==> src/rtl/div_iter.sv <==
// Iterative radix-2^R restoring divider for RV32 DIV/DIVU/REM/REMU.
// Handshake matches the multiplier: valid/ready on both sides plus a pipeline flush.
module div_iter #(
    parameter int WIDTH      = 32,
    parameter int RADIX_LOG2 = 1
) (
    input  logic             clk_i,
    input  logic             rst_ni,
    input  logic             flush_i,
    output logic             in_ready_o,
    input  logic             in_valid_i,
    input  logic             in_sign_i,
    input  logic [WIDTH-1:0] in_a_i,
    input  logic [WIDTH-1:0] in_b_i,
    input  logic             out_ready_i,
    output logic             out_valid_o,
    output logic [WIDTH-1:0] out_quot_o,
    output logic [WIDTH-1:0] out_rem_o
);

    localparam int ITER = WIDTH / RADIX_LOG2;
    localparam int CW   = $clog2(ITER + 1);
    localparam logic [CW-1:0]    CNT_LAST = CW'(ITER - 1);
    localparam logic [CW-1:0]    CNT_ONE  = {{(CW-1){1'b0}}, 1'b1};
    localparam logic [WIDTH-1:0] ZERO_W   = {WIDTH{1'b0}};
    localparam logic [WIDTH-1:0] ONES_W   = {WIDTH{1'b1}};
    localparam logic [WIDTH-1:0] MIN_NEG  = {1'b1, {(WIDTH-1){1'b0}}};

    typedef enum logic [1:0] {
        ST_IDLE = 2'd0,
        ST_CALC = 2'd1,
        ST_HOLD = 2'd2
    } state_e;

    state_e           state_q;
    logic [CW-1:0]    cnt_q;
    logic [WIDTH-1:0] part_q;
    logic [WIDTH-1:0] dvd_q;
    logic [WIDTH-1:0] dvs_q;
    logic             neg_quot_q;
    logic             neg_rem_q;
    logic             in_ready_q;
    logic             out_valid_q;
    logic [WIDTH-1:0] quot_q;
    logic [WIDTH-1:0] rem_q;

    logic             accept_s;
    logic             a_neg_s;
    logic             b_neg_s;
    logic [WIDTH-1:0] abs_a_s;
    logic [WIDTH-1:0] abs_b_s;
    logic             div_zero_s;
    logic             ovf_s;
    logic [WIDTH:0]   part_d;
    logic [WIDTH-1:0] dvd_d;

    function automatic logic [WIDTH-1:0] neg_if(input logic en, input logic [WIDTH-1:0] v);
        logic [WIDTH-1:0] r;
        if (en) begin
            r = ~v + {{(WIDTH-1){1'b0}}, 1'b1};
        end else begin
            r = v;
        end
        return r;
    endfunction

    // Operand decode at the accept point: magnitudes and the two special cases.
    always_comb begin
        accept_s   = in_valid_i & in_ready_q;
        a_neg_s    = in_sign_i & in_a_i[WIDTH-1];
        b_neg_s    = in_sign_i & in_b_i[WIDTH-1];
        abs_a_s    = neg_if(a_neg_s, in_a_i);
        abs_b_s    = neg_if(b_neg_s, in_b_i);
        div_zero_s = (in_b_i == ZERO_W);
        ovf_s      = in_sign_i & (in_a_i == MIN_NEG) & (in_b_i == ONES_W);
    end

    // One CALC cycle: RADIX_LOG2 restoring steps; quotient bits fill the dividend LSBs.
    always_comb begin
        part_d = {1'b0, part_q};
        dvd_d  = dvd_q;
        for (int k = 0; k < RADIX_LOG2; k++) begin
            part_d = {part_d[WIDTH-1:0], dvd_d[WIDTH-1]};
            dvd_d  = {dvd_d[WIDTH-2:0], 1'b0};
            if (part_d >= {1'b0, dvs_q}) begin
                part_d   = part_d - {1'b0, dvs_q};
                dvd_d[0] = 1'b1;
            end else begin
                part_d   = part_d;
                dvd_d[0] = 1'b0;
            end
        end
    end

    // Control FSM and all registered outputs.
    always_ff @(posedge clk_i or negedge rst_ni) begin
        if (!rst_ni) begin
            state_q     <= ST_IDLE;
            cnt_q       <= {CW{1'b0}};
            part_q      <= ZERO_W;
            dvd_q       <= ZERO_W;
            dvs_q       <= ZERO_W;
            neg_quot_q  <= 1'b0;
            neg_rem_q   <= 1'b0;
            in_ready_q  <= 1'b1;
            out_valid_q <= 1'b0;
            quot_q      <= ZERO_W;
            rem_q       <= ZERO_W;
        end else begin
            case (state_q)
                ST_IDLE: begin
                    if (accept_s && !flush_i) begin
                        in_ready_q <= 1'b0;
                        if (div_zero_s) begin
                            quot_q      <= ONES_W;
                            rem_q       <= in_a_i;
                            out_valid_q <= 1'b1;
                            state_q     <= ST_HOLD;
                        end else if (ovf_s) begin
                            quot_q      <= in_a_i;
                            rem_q       <= ZERO_W;
                            out_valid_q <= 1'b1;
                            state_q     <= ST_HOLD;
                        end else begin
                            part_q     <= ZERO_W;
                            dvd_q      <= abs_a_s;
                            dvs_q      <= abs_b_s;
                            neg_quot_q <= a_neg_s ^ b_neg_s;
                            neg_rem_q  <= a_neg_s;
                            cnt_q      <= {CW{1'b0}};
                            state_q    <= ST_CALC;
                        end
                    end else begin
                        in_ready_q <= 1'b1;
                    end
                end
                ST_CALC: begin
                    if (flush_i) begin
                        cnt_q      <= {CW{1'b0}};
                        in_ready_q <= 1'b1;
                        state_q    <= ST_IDLE;
                    end else begin
                        part_q <= part_d[WIDTH-1:0];
                        dvd_q  <= dvd_d;
                        if (cnt_q == CNT_LAST) begin
                            // Sign fix-up folded into the final iteration.
                            quot_q      <= neg_if(neg_quot_q, dvd_d);
                            rem_q       <= neg_if(neg_rem_q, part_d[WIDTH-1:0]);
                            cnt_q       <= {CW{1'b0}};
                            out_valid_q <= 1'b1;
                            state_q     <= ST_HOLD;
                        end else begin
                            cnt_q <= cnt_q + CNT_ONE;
                        end
                    end
                end
                ST_HOLD: begin
                    if (flush_i || out_ready_i) begin
                        out_valid_q <= 1'b0;
                        in_ready_q  <= 1'b1;
                        state_q     <= ST_IDLE;
                    end else begin
                        out_valid_q <= 1'b1;
                    end
                end
                default: begin
                    cnt_q       <= {CW{1'b0}};
                    out_valid_q <= 1'b0;
                    in_ready_q  <= 1'b1;
                    state_q     <= ST_IDLE;
                end
            endcase
        end
    end

    assign in_ready_o  = in_ready_q;
    assign out_valid_o = out_valid_q;
    assign out_quot_o  = quot_q;
    assign out_rem_o   = rem_q;

endmodule

==> config.mk <==
export PLATFORM = sky130hd
export DESIGN_NAME = div_iter
export DESIGN_NICKNAME = d
export VERILOG_FILES = /design/src/rtl/div_iter.sv
export SDC_FILE = /design/constraint.sdc
export NUM_CORES = 1
export LEC_CHECK = 0
export ABC_CLOCK_PERIOD_IN_PS = 8500
export CELL_PAD_IN_SITES_DETAIL_PLACEMENT = 0
export CELL_PAD_IN_SITES_GLOBAL_PLACEMENT = 2
export CORE_MARGIN = 2
export CORE_UTILIZATION = 37
export DETAILED_ROUTE_END_ITERATION = 12
export GPL_TIMING_DRIVEN = 0
export PLACE_DENSITY = 0.84
export SYNTH_ARGS = -nofsm -noshare
export SYNTH_HDL_FRONTEND = slang
export SYNTH_SLANG_ARGS = --single-unit
==> constraint.sdc <==
create_clock -name clk_i -period 8.5 [get_ports clk_i]
set_clock_uncertainty 0.1 [all_clocks]
set_input_delay 1.7 -clock clk_i [delete_from_list [all_inputs] [get_ports clk_i]]
set_output_delay 1.7 -clock clk_i [all_outputs]
set_load 0.02 [all_outputs]
==> results of run 1 <==
how the worst max path moves through the flow:
stage | from | to | slack (ps) | cells past startpoint
after floorplan | part_q[17] | out_rem_o[26] | 3500 | 23
after global placement | rst_ni | cnt_q[3] | -1810 | 1
after detailed placement | in_b_i[2] | out_quot_o[18] | 1450 | 13
after CTS | part_q[7] | out_rem_o[24] | 1570 | 23
after global routing | part_q[7] | out_rem_o[24] | 1230 | 23
final | part_q[7] | out_rem_o[24] | 1540 | 23
final cells by class:
type                    count  area [µm²]
clock buffers              18         429
clock inverters            14         204
well taps                 461         577
multi-input cells        1347        8140
repair buffers            135        1370
inverters                  63         236
flip-flops and latches    172        4310
plain buffers             108         465
fillers                  3629       19600
stage by stage:
step / hold slack (ps) / setup TNS (ps)
floorplan: 364 / 0
global placement: 352 / -306650
detailed placement: 360 / 0
CTS: 376 / 0
global route: 399 / 0
finish: 370 / 0
logic make-up after synthesis:
| group | share of synthesized area [%] |
|---|---|
| flops | 32.7 |
| simple gates | 21.4 |
| mux | 1.96 |
| compound gates | 26.2 |
| fa+ha+maj | 3.77 |
| xor+xnor | 8.59 |
| buf+inv | 5.34 |
sequential cells by signal (all words and copies together), names as in the netlist:
name and cells:
dvd_q 32, dvs_q 32, out_quot_o 32, out_rem_o 32, part_q 32, cnt_q 6
state_q 2, in_ready_o 1, neg_quot_q 1, neg_rem_q 1, out_valid_o 1
per-layer routing:
layer  vias to the layer above  part of all wire, %  wire, µm  track usage, %
met5                         -                    0         0               0
met4                         0                  2.5      1290            8.34
met3                        64                  4.2      2140            3.35
met2                       376                   48     24500            48.0
met1                      6357                   45     22700            36.5
li1                       6407                    -         -               -
worst min-delay path, stage by stage (launching register included):
cell and delay [ps]:
dfrtp_1 350, nand2_1 50, nand2_1 50
placed cells by master (no fill, tap or decap), drive strengths merged, types with 6 or more instances in the layout:
| cell | instances |
|---|---|
| nand2 | 223 |
| o21ai | 182 |
| dfrtp | 171 |
| nor2 | 164 |
| a21oi | 149 |
| clkdlybuf4s50 | 133 |
| clkbuf | 100 |
| xor2 | 76 |
| inv | 69 |
| xnor2 | 53 |
| ha | 38 |
| nor3 | 36 |
| or3 | 31 |
| o31ai | 29 |
| buf | 28 |
| a21o | 26 |
| nand3 | 25 |
| nor4 | 24 |
| a31oi | 22 |
| nand4 | 21 |
| a221oi | 21 |
| mux2i | 19 |
| o22ai | 18 |
| and2 | 14 |
| o41ai | 13 |
| o211ai | 12 |
| or4 | 12 |
| o21a | 10 |
| a211oi | 9 |
| o31a | 9 |
| or2 | 9 |
| and3 | 8 |
| nand3b | 8 |
| and4 | 7 |
| o311ai | 7 |
| nand2b | 6 |
| mux2 | 6 |
power by group through the flow:
stage | Combinational, W | Sequential (W) | Clock, W
global placement | 0.00185 | 0.00125 | 0
CTS | 0.00187 | 0.00124 | 0.000887
finish | 0.00187 | 0.00124 | 0.000879
floorplan | 0.000999 | 0.00138 | 0
detailed placement | 0.00186 | 0.00126 | 0
global route | 0.00207 | 0.00127 | 0.000922
==> results_dict.tcl, run 1 <==
set metrics [dict create \
    cts_sinks 172 \
    yosys.cell_types.count 78 \
    p_sw_share_pct 42.6 \
    hp-class "reg2reg" \
    max_slew.worst_pin.slew_ps 1110 \
    synth_async_sr_flop_share_pct 100 \
    max_slew_margin_pct 25.5 \
    cp_cell_sequence "ha_1 -> clkbuf_1 -> nand4_1 -> nor2_1 -> nand3_1 -> a221oi_1 -> or3_1 -> buf_6 -> buf_6 -> buf_6 -> buf_6 -> buf_2 -> nand2_1 -> o21ai_0 -> ha_1 -> o21ai_0 -> nor4_1 -> nand4_1 -> a21o_1 -> o41ai_1 -> xor2_1 -> a221oi_1 -> nor2_1" \
    drive_above_1_share_pct 4.68 \
    nNetsFinal 1953 \
    synth_edf_count 0 \
    ctsRootBufferMaster "clkbuf_16" \
    drtAntennaViolNets 0 \
    core_area_mm2 0.0353 \
    place_area_mm2 0.0151 \
    path_buf_inv 6 \
    grt_setup_unrepaired "no" \
    drc_errors 0 \
    crit_fanout 10 \
    post-route-cell-area_mm2 0.0157 \
    synthTopCellsByArea "dfrtp_1, o21ai_0, nand2_1" \
    synth.net_count 1799 \
    worstSkewPairLatency_ps 460 \
    synthTopCellsByCount "nand2_1, o21ai_0, dfrtp_1, nor2_1, a21oi_1" \
    wire_per_inst_um 21.8 \
    pwr-share-seq_pct 31.1 \
    postCtsResizedCells 0 \
    critPathTopFamily "compound AO/OA/AOI/OAI gates" \
    ir_drop_v 0.000144 \
    initial_utilization_pct 37.2 \
    h-tree-depth 4 \
    first_iter_violations 1182 \
    grt_max_degree 91 \
    grt_overflow 0 \
    grt_pass1_vias 12789 \
    pwr-share-comb_pct 46.9 \
    std_cell_rows 69 \
    yosys.area.top_type_share_pct 32.5 \
    synth_area_mm2 0.0132 \
    max_freq_mhz 144 \
    antenna_found_initial 2 \
    yosys_warnings 0 \
    yosysMostFrequentCell "nand2_1" \
    cellLeakagePower_nw 6.47 \
    finalHoldViolations 0 \
    avgSynthCellArea_um2 7.78 \
    grt_pass1_wl_mm 77.5 \
    fp.dieW_um 193 \
    p_per_area_mw_per_mm2 254 \
    fin_util_pct 44.6 \
    reg2reg_depth 23 \
    post-cts-setup-buffer-count 0 \
    r2r-end "out_rem_o[24]" \
    syn_inst 1690 \
    port_buffers 134 \
    hold_depth 2 \
    layout.cells.non_filler 2318 \
    preCtsSetupSlack_ps 1450 \
    gp_congestion 0.896 \
    die-area_mm2 0.0371 \
    synth-seq-area-share_pct 32.7 \
    hold_buffers 0 \
    clockPowerShare_pct 22.0 \
    fin_ws_ps 1540 \
    crit_top_cell "buf_6" \
    synth_seq_cells 172 \
    cts.clk_slew.worst_paths_ps 70 \
    report.final.slew_viol_count 0 \
    drt-total-wl_mm 50.6 \
    avgViaCountPerCell 5.70 \
    hold_start "out_quot_o[18]" \
    dp_cells 2286 \
    cts_tree "yes" \
    drv_cap 0 \
    dp_hpwl_mm 40.7 \
    die_h_um 193 \
    ioPinCount 136 \
    grtUsageTotal_pct 27.8 \
    min_period_ps 6960 \
    synth_ff_type "dfrtp_1" \
    worstReg2RegStart "part_q[7]" \
    ctsLongestPathBuffers 2 \
    cpPeakStageDelay_ps 870 \
    run_status "finished clean" \
    p_sw_w 0.00170 \
    min_to "out_quot_o[18]" \
    cp.arrival_ps 7190 \
    internal_power_w 0.00229 \
    synthToLayoutAreaGrowth_pct 19.6 \
    critPathKind "reg2reg" \
    fin_crit_sh_pct 81.8 \
    cp_data_required_time_ps 8730 \
    drt_pass1_iterations 5 \
    cts_inserted_buffers 17 \
    ff2ff_setup_slack_ps 1540 \
    setup_viol 0 \
    vias 13204 \
    total_power_w 0.00399 \
    cpMaxStageDelayCell "a221oi_1" \
    critPathCaptureType "flip-flop" \
    synth.largest_area_cell "dfrtp_1" \
    antenna_cells 0 \
    start_kind "flip-flop" \
]
Power figures use the tool's default switching activity.
==> run 2, diff against run 1 <==
==> config.mk (replaced) <==
export PLATFORM = sky130hd
export DESIGN_NAME = div_iter
export DESIGN_NICKNAME = d
export VERILOG_FILES = /design/src/rtl/div_iter.sv
export SDC_FILE = /design/constraint.sdc
export NUM_CORES = 1
export LEC_CHECK = 0
export ABC_CLOCK_PERIOD_IN_PS = 6200
export CELL_PAD_IN_SITES_DETAIL_PLACEMENT = 0
export CELL_PAD_IN_SITES_GLOBAL_PLACEMENT = 2
export CORE_MARGIN = 2
export CORE_UTILIZATION = 31
export DETAILED_ROUTE_END_ITERATION = 12
export GPL_TIMING_DRIVEN = 0
export PLACE_DENSITY = 0.75
export SYNTH_ARGS = -nofsm -noshare
export SYNTH_HDL_FRONTEND = slang
export SYNTH_SLANG_ARGS = --single-unit
==> constraint.sdc (replaced) <==
create_clock -name clk_i -period 6.2 [get_ports clk_i]
set_clock_uncertainty 0.1 [all_clocks]
set_input_delay 1.24 -clock clk_i [delete_from_list [all_inputs] [get_ports clk_i]]
set_output_delay 1.24 -clock clk_i [all_outputs]
set_load 0.02 [all_outputs]
==> run 2 against run 1 <==
Non-clock buffer count grew 1. Sequential share of layout area shrank 0.32 points. Power grew 38%. Sequential power grew 37%. Routed wire length grew 6.3%. Core utilization shrank 6.6 points. Via count grew 1.2%. Global-route usage shrank 3.3 points. Cell area grew 1.2%. Combinational power grew 41%. Largest power group unchanged.
==> results_dict.tcl, run 2 (same netlist as run 1, synthesis figures left out) <==
set metrics [dict create \
    run_status "finished clean" \
    wire_per_inst_um 22.4 \
    worstSkewPairLatency_ps 470 \
    die-area_mm2 0.0441 \
    min_period_ps 5930 \
    cellLeakagePower_nw 6.51 \
    p_per_area_mw_per_mm2 345 \
    gp_congestion 0.881 \
    hp-class "reg2reg" \
    synthToLayoutAreaGrowth_pct 21.0 \
    max_slew_margin_pct 26.3 \
    nFillCells 4429 \
    post-route-cell-area_mm2 0.0159 \
    fin_util_pct 38.0 \
    max_freq_mhz 169 \
    drt_pass1_iterations 7 \
    start_kind "flip-flop" \
    vias 13357 \
    dp_hpwl_mm 42.5 \
    critPathCaptureType "flip-flop" \
    crit_fanout 10 \
    drtAntennaViolNets 0 \
    grt_pass1_vias 13098 \
    ioPinCount 136 \
    std_cell_rows 75 \
    critPathKind "reg2reg" \
    port_buffers 134 \
    core_area_mm2 0.0419 \
    grtUsageTotal_pct 24.6 \
    first_iter_violations 1123 \
    drt-total-wl_mm 53.8 \
    hold_buffers 0 \
    avgViaCountPerCell 5.57 \
    grt_max_degree 111 \
    layout_commonest_cell "nand2_1" \
    antenna_found_initial 1 \
    cts_tree "yes" \
    ctsRootBufferMaster "clkbuf_16" \
    setup_viol 0 \
    drv_cap 0 \
    drc_errors 0 \
    drive_above_1_share_pct 5.71 \
    grt_overflow 0 \
    fin_tns_setup_ps 0 \
    report.final.slew_viol_count 0 \
    cp.arrival_ps 6170 \
    fin_crit_sh_pct 95.7 \
    max_slew.worst_pin.slew_ps 1090 \
    antenna_cells 0 \
    ir_drop_v 0.000152 \
    ctsLongestPathBuffers 2 \
    place_area_mm2 0.0152 \
    cts.clk_slew.worst_paths_ps 80 \
    cts_inserted_buffers 17 \
    fp.dieW_um 210 \
    h-tree-depth 4 \
    initial_utilization_pct 31.4 \
    nNetsFinal 1954 \
    grt_pass1_wl_mm 82.0 \
    most-common-layout-cells "nand2_1, o21ai_0, dfrtp_1, nor2_1, a21oi_1" \
    cts_sinks 172 \
    die_h_um 210 \
    cp_data_required_time_ps 6440 \
    finalHoldViolations 0 \
]
run 2: cell types whose count changed in the layout (fill, tap and decap cells not counted), sizes merged:
cell      change
buf           +2
inv           -1
bufinv        -2
clkinvlp      +1
clkbuf        -1
clkinv        +2
run 2: power breakdown:
group          internal [W]  switching [W]
sequential          0.00145       0.000253
combinational       0.00101        0.00162
clock              0.000621       0.000545
run 2: final timing paths:
check	cells past startpoint	slack, ps	endpoint	startpoint
worst max-delay path	22	270	out_quot_o[30]	part_q[17]
max in group asynchronous	2	4410	dvs_q[2]	rst_ni
worst max register to register	22	270	out_quot_o[30]	part_q[17]
min in group asynchronous	1	600	out_quot_o[18]	rst_ni
worst min register to register	2	370	out_quot_o[0]	out_quot_o[0]
worst min-delay path	2	370	out_quot_o[0]	out_quot_o[0]
run 2: repair_timing:
item | CTS | global route
buffers inserted | 2 | 1
resized for setup | 8 | 14
pin swaps | 2 | 2
endpoints found under the setup margin | 11 | 13
run 2: layout make-up:
class	instances	area [µm²]	area share [%]
clock inverters	14	180	1.13
inverters	63	236	1.49
multi-input cells	1347	8230	51.7
repair buffers	138	1400	8.77
flip-flops and latches	172	4310	27.0
plain buffers	106	459	2.88
clock buffers	18	439	2.76
well taps	539	674	4.24
run 2: metrics by stage:
stage	power, W	hold WS, ps	worst slack [ps]	cells
final	0.00550	370	267	2397
after global routing	0.00586	389	-51.3	2397
after CTS	0.00550	374	39.5	2396
after detailed placement	0.00433	356	-889	2364
after global placement	0.00431	354	-3950	2363
after floorplan	0.00326	364	1200	1690
run 2: critical path, stage by stage, from the launching register on:
cell and delay, ps:
dfrtp_1 450, ha_1 310, buf_2 180, a21oi_2 310
o211ai_1 190, a221oi_2 390, a221oi_4 150, or3_1 450
buf_6 180, inv_2 60, buf_6 160, buf_2 300
buf_2 370, ha_1 300, nand3b_1 160, or2_2 400
inv_1 100, nand3_1 180, o21ai_0 260, xor2_1 170
nor2_1 50, a2111oi_1 500, nor2_1 80
run 2: metal layers:
metal  track usage, %  wire length [µm]  share of wire (%)  up-vias
met4             7.90              1530                2.8        0
met3             2.86              2400                4.5       73
met2             41.1             25000                 47      431
li1                 -                 -                  -     6384
met5                0                 0                  0        -
met1             33.2             24800                 46     6469
